## src/rtl/decrypt_pkg.sv

```systemverilog
// decrypt_pkg: shared definitions for the 8-bit toy SPN decryptor.
//   - ROUNDS_DEFAULT : default number of SPN rounds
//   - CNT_W          : width of the round counter (covers ROUNDS up to 7)
//   - SBOX/INV_SBOX  : PRESENT 4-bit S-box and its inverse
//   - rotl8/rotr8    : 8-bit rotates
//   - round_key      : K_r = rotl8(key, r)
//   - state_e        : controller states
package decrypt_pkg;

  localparam int unsigned ROUNDS_DEFAULT = 3;
  localparam int unsigned CNT_W          = 3;

  // Forward S-box. The decryptor never uses it; it is kept next to its
  // inverse so both tables live in one place.
  localparam logic [3:0] SBOX [16] = '{
    4'hC, 4'h5, 4'h6, 4'hB, 4'h9, 4'h0, 4'hA, 4'hD,
    4'h3, 4'hE, 4'hF, 4'h8, 4'h4, 4'h7, 4'h1, 4'h2
  };

  localparam logic [3:0] INV_SBOX [16] = '{
    4'h5, 4'hE, 4'hF, 4'h8, 4'hC, 4'h1, 4'h2, 4'hD,
    4'hB, 4'h4, 4'h6, 4'h3, 4'h0, 4'h7, 4'h9, 4'hA
  };

  typedef enum logic [0:0] {
    StIdle = 1'b0,
    StRun  = 1'b1
  } state_e;

  // Rotate left by n (0..7): the upper byte of the doubled word shifted left.
  function automatic logic [7:0] rotl8(input logic [7:0] x, input logic [2:0] n);
    logic [15:0] d;
    d = {x, x} << n;
    return d[15:8];
  endfunction

  // Rotate right by n (0..7): the lower byte of the doubled word shifted right.
  function automatic logic [7:0] rotr8(input logic [7:0] x, input logic [2:0] n);
    logic [15:0] d;
    d = {x, x} >> n;
    return d[7:0];
  endfunction

  function automatic logic [7:0] round_key(input logic [7:0] key, input logic [2:0] r);
    return rotl8(key, r);
  endfunction

endpackage

```

## src/rtl/decrypt_sbox4_inv.sv

```systemverilog
// sbox4_inv: combinational 4-bit inverse PRESENT S-box.
//   nib_i : 4-bit input nibble
//   nib_o : inverse S-box of nib_i
module sbox4_inv
  import decrypt_pkg::*;
(
  input  logic [3:0] nib_i,
  output logic [3:0] nib_o
);

  always_comb begin
    nib_o = INV_SBOX[nib_i];
  end

endmodule

```

## src/rtl/decrypt.sv

```systemverilog
// decrypt: iterative 8-bit decryptor for the toy 3-round PRESENT-S-box SPN.
// One round is undone per clock; a result appears ROUNDS cycles after start.
//   clk   : system clock, rising edge
//   rst   : synchronous active-high reset
//   start : request pulse, accepted only when busy=0
//   key   : cipher key, captured on the accepted start
//   inp   : ciphertext byte, captured on the accepted start
//   out   : registered plaintext, held until the next completion
//   valid : one-cycle pulse marking a new out value
//   busy  : high while a decryption is in progress
module decrypt
  import decrypt_pkg::*;
#(
  parameter int unsigned ROUNDS = ROUNDS_DEFAULT
) (
  input  logic       clk,
  input  logic       rst,
  input  logic       start,
  input  logic [7:0] key,
  input  logic [7:0] inp,
  output logic [7:0] out,
  output logic       valid,
  output logic       busy
);

  localparam logic [CNT_W-1:0] LastKeyIdx  = CNT_W'(ROUNDS);
  localparam logic [CNT_W-1:0] FirstRound  = CNT_W'(ROUNDS - 1);

  state_e           fsm_q,   fsm_d;
  logic [CNT_W-1:0] round_q, round_d;
  logic [7:0]       key_q,   key_d;
  logic [7:0]       data_q,  data_d;
  logic [7:0]       out_q,   out_d;
  logic             valid_q, valid_d;
  logic             busy_q,  busy_d;

  // Datapath for one inverse round: rotr1 -> InvS on both nibbles -> ^K_round.
  logic [7:0] rot_data;
  logic [7:0] inv_data;
  logic [7:0] round_out;

  assign rot_data = rotr8(data_q, 3'd1);

  sbox4_inv u_inv_hi (
    .nib_i (rot_data[7:4]),
    .nib_o (inv_data[7:4])
  );

  sbox4_inv u_inv_lo (
    .nib_i (rot_data[3:0]),
    .nib_o (inv_data[3:0])
  );

  assign round_out = inv_data ^ round_key(key_q, round_q);

  always_comb begin
    fsm_d   = fsm_q;
    round_d = round_q;
    key_d   = key_q;
    data_d  = data_q;
    out_d   = out_q;
    valid_d = 1'b0;
    busy_d  = busy_q;

    unique case (fsm_q)
      StIdle: begin
        if (start) begin
          // Strip the final whitening key using the live key, not key_q,
          // since key_q only takes the new key at this same edge.
          key_d   = key;
          data_d  = inp ^ round_key(key, LastKeyIdx);
          round_d = FirstRound;
          busy_d  = 1'b1;
          fsm_d   = StRun;
        end
      end
      StRun: begin
        data_d = round_out;
        if (round_q != '0) begin
          round_d = round_q - 1'b1;
        end else begin
          out_d   = round_out;
          valid_d = 1'b1;
          busy_d  = 1'b0;
          fsm_d   = StIdle;
        end
      end
      default: begin
        fsm_d = StIdle;
      end
    endcase
  end

  always_ff @(posedge clk) begin
    if (rst) begin
      fsm_q   <= StIdle;
      round_q <= '0;
      key_q   <= '0;
      data_q  <= '0;
      out_q   <= '0;
      valid_q <= 1'b0;
      busy_q  <= 1'b0;
    end else begin
      fsm_q   <= fsm_d;
      round_q <= round_d;
      key_q   <= key_d;
      data_q  <= data_d;
      out_q   <= out_d;
      valid_q <= valid_d;
      busy_q  <= busy_d;
    end
  end

  assign out   = out_q;
  assign valid = valid_q;
  assign busy  = busy_q;

endmodule

```

## config.mk

```make
export PLATFORM = sky130hd
export DESIGN_NAME = decrypt
export DESIGN_NICKNAME = d
export VERILOG_FILES = /design/src/rtl/decrypt_pkg.sv /design/src/rtl/decrypt_sbox4_inv.sv /design/src/rtl/decrypt.sv
export SDC_FILE = /design/constraint.sdc
export NUM_CORES = 1
export LEC_CHECK = 0
export CAP_MARGIN = 10
export CORE_ASPECT_RATIO = 1.25
export CORE_MARGIN = 4
export CORE_UTILIZATION = 35
export DETAILED_ROUTE_END_ITERATION = 16
export HOLD_SLACK_MARGIN = 0.08
export MAX_ROUTING_LAYER = met4
export PLACE_DENSITY_LB_ADDON = 0.3
export SLEW_MARGIN = 20
export SYNTH_ARGS = -nofsm -noshare
export SYNTH_HDL_FRONTEND = slang
export SYNTH_SLANG_ARGS = --single-unit
```

## constraint.sdc

```tcl
create_clock -name clk -period 2.43 [get_ports clk]
set_input_delay 0.486 -clock clk [delete_from_list [all_inputs] [get_ports clk]]
set_output_delay 0.486 -clock clk [all_outputs]
set_load 0.05 [all_outputs]
```

==> results of run 1 <==
metal layers:
metal,track usage (%),vias up
li1,-,836
met1,16.3,790
met2,24.0,31
met3,3.08,6
met4,5.25,0
met5,-,-
cells by family (layout without fill, tap and decap cells):
family	Yosys count	count (layout)
AO/OA/AOI/OAI	47	47
XOR/XNOR	15	15
adder cells (fa/ha/maj)	14	14
buffers and inverters	26	53
flip-flops	30	30
multiplexers	22	22
AND/OR/NAND/NOR	63	63
flip-flops by register name, summed over array words and instances, names as in the netlist:
| name | count |
|---|---|
| fsm_q | 1 |
| valid | 1 |
| busy | 1 |
| round_q | 3 |
| data_q | 8 |
| out | 8 |
| key_q | 8 |
how the worst min path moves through the flow:
stage	end
final	out[4]
after global routing	out[6]
after CTS	out[4]
after detailed placement	out[4]
after global placement	out[4]
after floorplan	key_q[7]
worst register-to-register path, cell delays in order, from the launching register on:
cell	delay, ps
dfxtp_1	460
inv_1	130
ha_1	390
inv_1	50
mux4_2	510
or3_1	330
nand3_1	90
placed cells by master (no fill, tap or decap), types with 4 or more instances in the layout:
cell type	synthesis	routed
mux2i_1	8	8
o211ai_1	7	7
o31ai_1	4	4
nand3_1	5	5
clkdlybuf4s50_1	0	28
mux4_2	6	6
o21ai_0	5	5
mux4_1	6	6
buf_4	0	5
clkbuf_8	0	5
ha_1	14	14
dfxtp_1	30	30
nor2_1	14	14
a21oi_1	16	16
or3_1	4	4
a211oi_1	6	6
xnor2_1	13	13
inv_1	13	13
nand2_1	29	29
per-stage QoR:
stage / setup WS, ps / power [mW] / cells
2_1_floorplan: 609 / 1.06 / 217
3_3_place_gp: 449 / 1.22 / 301
3_5_place_dp: 438 / 1.23 / 301
4_1_cts: 419 / 1.60 / 308
5_1_grt: 299 / 1.69 / 308
6_report: 403 / 1.58 / 308
final cells by class:
class	count	area, µm²	share of cell area (%)
clock buffer	7	76.3	3.13
inverter	13	48.8	2.00
multi-input combinational	161	1320	54.0
tap	64	80.1	3.28
timing repair buffer	33	318	13.0
sequential	30	601	24.6
Yosys cell counts, drive strengths merged, types with 2 or more instances:
cell type	number	share of area (%)
o211a	2	0.98
inv	13	2.4
dfxtp	30	30
o21ai	5	1.2
nand2	29	5.4
o31ai	4	1.5
a22o	2	0.86
clkbuf	8	1.5
buf	5	1.7
mux2i	9	5.0
xnor2	13	5.6
or3	5	1.6
a21oi	16	3.9
nor2b	2	0.62
nand3	5	1.2
a32o	2	0.98
nor2	14	2.6
mux4	12	14
ha	14	8.6
xor2	2	0.86
o211ai	7	2.6
a211oi	6	2.2
nand2b	2	0.62
power by group:
part	internal (mW)	total (mW)	leakage (nW)	switching, mW
clock	0.197	0.373	0.0383	0.176
combinational	0.274	0.585	0.638	0.311
sequential	0.548	0.626	0.247	0.0783
total	1.02	1.58	0.923	0.566
==> summary.txt, run 1 <==
Vias in the first global route - 1,573
Clock Latency Late Sink - 280 ps
Port Buffers - 28
Global route total overflow - 0
Worst min-delay path class - reg2reg
Fillcell total - 544
Top layer used by detailed routing - met4
Crit-path cells - inv_1 > ha_1 > inv_1 > mux4_2 > or3_1 > nand3_1
Final nets - 277
RR Endpoint - data_q[7]
CTS root buffer - clkbuf_8
Worst EP arrival - 2240 ps
Delay-heaviest family, CP - multiplexers
Rows - 30
Mux share of post-synthesis cell area - 20.0%
Max cap viols - 0
P&R area growth vs syn - 20.1%
Routed wl met3 - 153 µm
GP Congestion - 0.885
Drt drc - 0
I/O Pins - 29
Synth Area in Compound Gates - 15.4%
CTS tree - done
Worst setup path startpoint - data_q[5]
Crit path max fanout - 7
Simple-gate share of the synthesized area - 14.3%
Pwr per Cell Area - 649 nW/µm²
CP Capture Point - data_q[7]
Via-per-instance ratio - 5.40
Detailed placer's ending HPWL - 3.63 mm
CTS Buf Count - 5
Die ar. - 7100 µm²
CTS clk-pin slew, worst paths - 60 ps
WHS - 458 ps
Worst Skew - 5.84 ps
Vias - 1,663
Final instance area - 2440 µm²
Pleak - 0.923 nW
Clock Sinks - 30
FF-to-FF Start - data_q[5]
Critical path type - reg2reg
Critical Path Max Stage Delay - 510 ps
# Post-CTS Setup Buffers - 0
Number of enable flip-flop cells after synthesis - 0
Hold Crit Depth - 2
R2r setup slk - 400 ps
Core Area - 5520 µm²
Max Root-Sink Buffers - 2
Critical Path Most Common Cell - inv_1
Synth Register Bits - 30
Synth Cell Area - 2030 µm²
Syn avg cell area - 9.37 µm²
Critical Path RT - 2650 ps
CP endpoint kind - flip-flop
DR iter-0 viols - 60
Mapped Nets - 250
GRT Total Usage - 14.1%
Initial Util - 36.8%
Yosys cell types - 38
Final Cycle Share - 83.4%
H-tree lvl count - 2
Outcome - finished clean
Met2 wire length - 2.37 mm
Ys flop type - dfxtp_1
Hold Startpoint - out[4]
VDD IR-drop max - 0.275 mV
Max_slew headroom - 58.5%
Slowest CP cell - mux4_2
Metal-1 WL - 2.16 mm
CP Depth - 6
Final core utilization - 44.3%
Post-synthesis sequential area ratio - 29.5%
DIE HEIGHT - 93.2 µm
RSZ-0062 raised after global routing - no
Final min period - 2030 ps
Placed Area - 2370 µm²
Post-synthesis xor/xnor area fraction - 6.46%
Post-route ant nets - 0
PostCTS Resize Cnt - 0
Routed wire length - 4.76 mm
Cell count after synthesis - 217
Final hold vios - 0
Async SR Flop Fraction - 0%
First-pass GRT wire length - 7.76 mm
Critical Path Start Type - flip-flop
FF-to-FF path depth - 6
Yosys warning total - 0
# setup viols final - 0
Final slew viol count - 0
Routed WL per cell - 15.4 µm
Combinational family with the most area after synthesis - multiplexers
Die width - 76.2 µm
Initial antenna violation count - 0
FMAX - 493 MHz
Share of cells above drive strength 1 - 8.61%
Largest net degree at the start of global routing - 24
Crit path buffers/inverters - 2
CTS Hold Buffers Added - 0
Antenna fix cells - 0
TritonRoute pass-1 iters - 4
Adder-Cell Fraction of Synth Area - 8.62%
Total Neg Setup Slack - 0 ps
Worst Tran Pin Value - 622 ps
No activity file was read; power rests on OpenSTA's default activity.
==> run 2, diff against run 1 <==
Clock period 2.43 ns to 1.9 ns, I/O delays scaled along.
==> run 2 against run 1 <==
Hold slack worse by 3.0 ps. Largest cell class unchanged. Total power is 33% higher. Critical path depth is 5 lower. Sequential share of layout area shrank 1.4 points. Global-route usage is 0.46 points higher. Sequential cell count is the same.
==> summary.txt, run 2 (same netlist as run 1, synthesis figures left out) <==
Final Cycle Share - 96.0%
Detailed placer's ending HPWL - 3.80 mm (+4.6%)
Routed WL per cell - 15.0 µm (-2.8%)
Share of cells above drive strength 1 - 17.8% (+9.2 points)
Pwr per Cell Area - 806 nW/µm² (+24%)
CTS Buf Count - 5 (unchanged)
RSZ-0062 raised after global routing - no
Met2 wire length - 2.33 mm (-1.4%)
Global route total overflow - 0 (unchanged)
Metal-1 WL - 2.07 mm (-4.2%)
Drt drc - 0 (unchanged)
# Post-CTS Setup Buffers - 0 (unchanged)
Worst Tran Pin Value - 495 ps (-127 ps)
DIE HEIGHT - 93.2 µm (unchanged)
CP endpoint kind - output pin
Delay-heaviest family, CP - buffers and inverters
Antenna fix cells - 0 (unchanged)
Initial antenna violation count - 0 (unchanged)
Core Area - 5520 µm² (unchanged)
Register area - 604 µm² (+0.63%)
Vias in the first global route - 1,740 (+11%)
Die width - 76.2 µm (unchanged)
Final nets - 291 (+5.1%)
Clock Latency Late Sink - 280 ps (about the same)
First-pass GRT wire length - 8.05 mm (+3.7%)
Routed wire length - 4.83 mm (+1.6%)
Placed Area - 2500 µm² (+5.6%)
Largest net degree at the start of global routing - 24 (unchanged)
Crit path buffers/inverters - 1 (-1)
GRT Total Usage - 14.5% (+0.46 points)
Footprint of the multi-input gates - 1350 µm² (+2.5%)
Final min period - 1820 ps
Top layer used by detailed routing - met4
Initial Util - 36.8% (unchanged)
Final hold vios - 0 (unchanged)
P&R area growth vs syn - 28.4%
Final instance area - 2610 µm² (+6.9%)
WHS - 455 ps (-3.02 ps)
Worst min-delay path class - reg2reg
Critical Path Start Type - flip-flop
# setup viols final - 0 (unchanged)
Slowest CP cell - clkdlybuf4s50_1
Vias - 1,750 (+5.2%)
Post-route ant nets - 0 (unchanged)
Worst EP arrival - 1440 ps (-800 ps)
PostCTS Resize Cnt - 0 (unchanged)
Crit-path cells - clkdlybuf4s50_1
Fillcell total - 527 (-3.1%)
CTS root buffer - clkbuf_8
Port Buffers - 28 (unchanged)
Via-per-instance ratio - 5.43 (+0.66%)
TritonRoute pass-1 iters - 4 (unchanged)
VDD IR-drop max - 0.315 mV (+15%)
Outcome - finished clean
Final slew viol count - 0 (unchanged)
Final worst slack - 76.5 ps (-327 ps)
R2r setup slk - 90 ps (-310 ps)
Critical Path Max Stage Delay - 810 ps (+300 ps)
Most common cell after layout, fill and taps aside - nand2_1
Commonest non-fill, non-tap cells in the layout - nand2_1 (29), dfxtp_1 (27), clkdlybuf4s50_1 (24), buf_4 (20), a21oi_1 (16)
Max Root-Sink Buffers - 2 (unchanged)
I/O Pins - 29 (unchanged)
Clock Sinks - 30 (unchanged)
Pleak - 1.02 nW (+10%)
Worst Skew - 4.62 ps (-1.21 ps)
GP Congestion - 0.777 (-12%)
Crit path max fanout - 2 (-5)
Place WS - 51.5 ps (-386 ps)
Total Neg Setup Slack - 0 ps (unchanged)
Critical path type - reg2out
CTS tree - done
H-tree lvl count - 2 (unchanged)
Routed wl met3 - 219 µm (+43%)
Final core utilization - 47.3% (+3.1 points)
CTS clk-pin slew, worst paths - 60 ps (about the same)
Max cap viols - 0 (unchanged)
Max_slew headroom - 66.9% (+8.4 points)
FMAX - 548 MHz
Rows - 30 (unchanged)
Die ar. - 7100 µm² (unchanged)
CTS Hold Buffers Added - 0 (unchanged)
Critical Path RT - 1520 ps (-1130 ps)
DR iter-0 viols - 74 (+23%)
[run 2: cell count changes in the layout (fill, tap and decap cells not counted)]
| cell | previous run | this run |
|---|---|---|
| dfxtp_2 | 0 | 3 |
| mux2i_1 | 8 | 6 |
| ha_1 | 14 | 12 |
| buf_12 | 0 | 3 |
| clkdlybuf4s50_1 | 28 | 24 |
| ha_4 | 0 | 2 |
| dfxtp_1 | 30 | 27 |
| mux2i_2 | 0 | 2 |
| buf_4 | 5 | 20 |
[run 2: per-layer routing]
metal | up-vias | GRT usage (%)
met5 | - | -
met4 | 0 | 9.18
met3 | 18 | 2.79
met2 | 50 | 24.1
met1 | 822 | 16.1
li1 | 860 | -
[run 2: power breakdown]
group	leakage (nW)	internal [mW]	total (mW)	switching, mW
clock	0.0383	0.251	0.474	0.223
sequential	0.248	0.703	0.788	0.0856
combinational	0.732	0.411	0.843	0.432
[run 2: cell type report]
type                    instances  share of cell area [%]
flip-flops and latches         30                    23.1
multi-input cells             161                    51.7
repair buffers                 47                    17.2
inverters                      13                    1.87
well taps                      64                    3.07
clock buffers                   7                    2.92
[run 2: through the flow]
stage                     power, mW  cells
after floorplan                1.35    217
after global placement         1.60    315
after detailed placement       1.62    315
after CTS                      2.10    322
after global routing           2.24    322
final                          2.11    322
[run 2: path summary, 6_finish.rpt]
check | endpoint | depth (start not counted) | from
hold / removal | out[0] | 2 | out[0]
setup reg to reg | out[3] | 6 | round_q[0]
setup / recovery | out[4] | 1 | out[4]
hold reg to reg | out[0] | 2 | out[0]
[run 2: worst reg2reg max path, delay by kind of cell, from the launching register on]
kind	cells	cell delay [ps]
xor gates and xnor gates	1	60
muxes	2	800
buffers and inverters	2	270
AOI/OAI and AO/OA	1	190
DFF	1	380
==> run 3, diff against run 2 <==
Settings changed: PLACE_DENSITY set to 0.64, PLACE_DENSITY_LB_ADDON 0.3 to unset.
==> run 3 against run 2 <==
Die area is the same. Critical path depth unchanged. Design area decreased by 0.96%. Critical endpoint is now out[3]. Hold slack gained 7.2 ps. Core utilization down 0.45 points. Sequential share of layout area increased by 0.22 points. Via count is 0.40% lower. Total power up 1.8%. Largest cell class unchanged. Fmax rose by 0.96%.
==> summary.txt, run 3 (same netlist as run 1, synthesis figures left out) <==
Critical Path RT - 1520 ps (about the same)
Die width - 76.2 µm (unchanged)
Fillcell total - 518 (-1.7%)
Port Buffers - 28 (unchanged)
Largest net degree at the start of global routing - 17 (-29%)
Drt drc - 0 (unchanged)
PostCTS Resize Cnt - 1 (+1)
Via-per-instance ratio - 5.38 (-1.0%)
CP endpoint kind - output pin
Final instance area - 2590 µm² (-0.96%)
Crit-path cells - clkdlybuf4s50_1
CTS Hold Buffers Added - 0 (unchanged)
# setup viols final - 0 (unchanged)
Worst EP arrival - 1430 ps (about the same)
Commonest non-fill, non-tap cells in the layout - nand2_1 (29), dfxtp_1 (29), buf_4 (24), clkdlybuf4s50_1 (23), a21oi_1 (16)
Placed Area - 2480 µm² (-0.80%)
Post-route insts no fill - 324 (+0.62%)
Pleak - 1.02 nW (+0.63%)
Slowest CP cell - clkdlybuf4s50_1
Max_slew headroom - 67.0% (about the same)
Outcome - finished clean
Initial Util - 36.8% (unchanged)
Final min period - 1810 ps (-17.4 ps)
DIE HEIGHT - 93.2 µm (unchanged)
Critical path type - reg2out
Post-route ant nets - 0 (unchanged)
P&R area growth vs syn - 27.2%
TritonRoute pass-1 iters - 4 (unchanged)
Worst Skew - 8.26 ps (+3.63 ps)
CTS root buffer - clkbuf_8
Max Root-Sink Buffers - 2 (unchanged)
Hold Crit Depth - 2 (unchanged)
Share of cells above drive strength 1 - 17.3% (-0.52 points)
CTS Buf Count - 5 (unchanged)
Vias - 1,743 (-0.40%)
Worst Tran Pin Value - 494 ps (-0.690 ps)
Critical Path Max Stage Delay - 800 ps (about the same)
Antenna fix cells - 0 (unchanged)
RSZ-0062 raised after global routing - no
Global route total overflow - 0 (unchanged)
Final Cycle Share - 95.1% (-0.91 points)
# Post-CTS Setup Buffers - 0 (unchanged)
Critical Path Start Type - flip-flop
Die ar. - 7100 µm² (unchanged)
Detailed placer's ending HPWL - 3.73 mm (-1.7%)
Routed WL per cell - 14.5 µm (-3.4%)
Delay-heaviest family, CP - buffers and inverters
Final slew viol count - 0 (unchanged)
CP Depth - 1 (unchanged)
Footprint of the multi-input gates - 1330 µm² (-1.5%)
Final hold vios - 0 (unchanged)
Total power - 2.14 mW (+1.8%)
CTS clk-pin slew, worst paths - 60 ps (about the same)
DR iter-0 viols - 63 (-15%)
Vias in the first global route - 1,610 (-7.5%)
Core Area - 5520 µm² (unchanged)
FF-to-FF path depth - 6 (unchanged)
GP Congestion - 0.792 (+1.9%)
Register area - 604 µm² (unchanged)
Max cap viols - 0 (unchanged)
Final nets - 292 (+0.34%)
Final core utilization - 46.9% (-0.45 points)
First-pass GRT wire length - 7.89 mm (-1.9%)
Dpl cells - 316 (+0.32%)
Crit path max fanout - 2 (unchanged)
Pwr per Cell Area - 829 nW/µm² (+2.8%)
I/O Pins - 29 (unchanged)
H-tree lvl count - 2 (unchanged)
CTS tree - done
VDD IR-drop max - 0.317 mV (+0.44%)
Routed wire length - 4.70 mm (-2.8%)
Worst min-delay path class - reg2reg
FMAX - 554 MHz (+0.96%)
Clock Sinks - 30 (unchanged)
Initial antenna violation count - 0 (unchanged)
Clock Latency Late Sink - 290 ps (about the same)
GRT Total Usage - 14.3% (-0.27 points)
Rows - 30 (unchanged)
Crit path buffers/inverters - 1 (unchanged)
run 3: cell types whose count changed in the layout (fill, tap and decap cells not counted), moves of 2 or more:
cell,previous run,this run
mux2i_1,6,8
mux2i_2,2,0
buf_4,20,24
buf_12,3,1
dfxtp_2,3,0
dfxtp_1,27,29
run 3: where the power goes:
part           internal, mW  leakage [nW]  switching, mW
logic                 0.400         0.729          0.426
registers             0.700         0.248         0.0838
clock network         0.292        0.0482          0.241
run 3: area by class of cell:
type / count / area share, %
clock inverters: 1 / 0.194
inverters: 13 / 1.89
well taps: 64 / 3.10
multi-input cells: 161 / 51.5
clock buffers: 7 / 3.34
flip-flops and latches: 30 / 23.4
repair buffers: 48 / 16.6
run 3: per-layer routing:
layer	track usage, %	wire length, µm	up-vias
li1	-	-	870
met1	16.7	2090	827
met2	23.6	2290	38
met3	3.28	212	8
met4	5.98	105	0
met5	-	0	-
run 3: final timing paths:
kind | startpoint | endpoint | slack (ps)
hold / removal | out[4] | out[4] | 460
setup / recovery | out[3] | out[3] | 90
setup reg to reg | data_q[1] | out[2] | 110
hold reg to reg | out[4] | out[4] | 460
run 3: through the flow:
step                      TNS [ps]  hold slack [ps]  setup WS, ps
after floorplan                  0              458          78.9
after global placement       -9.80              453         -9.80
after detailed placement     -55.0              453         -40.5
after CTS                        0              468          69.1
after global routing             0              479         0.797
final                            0              462          93.9
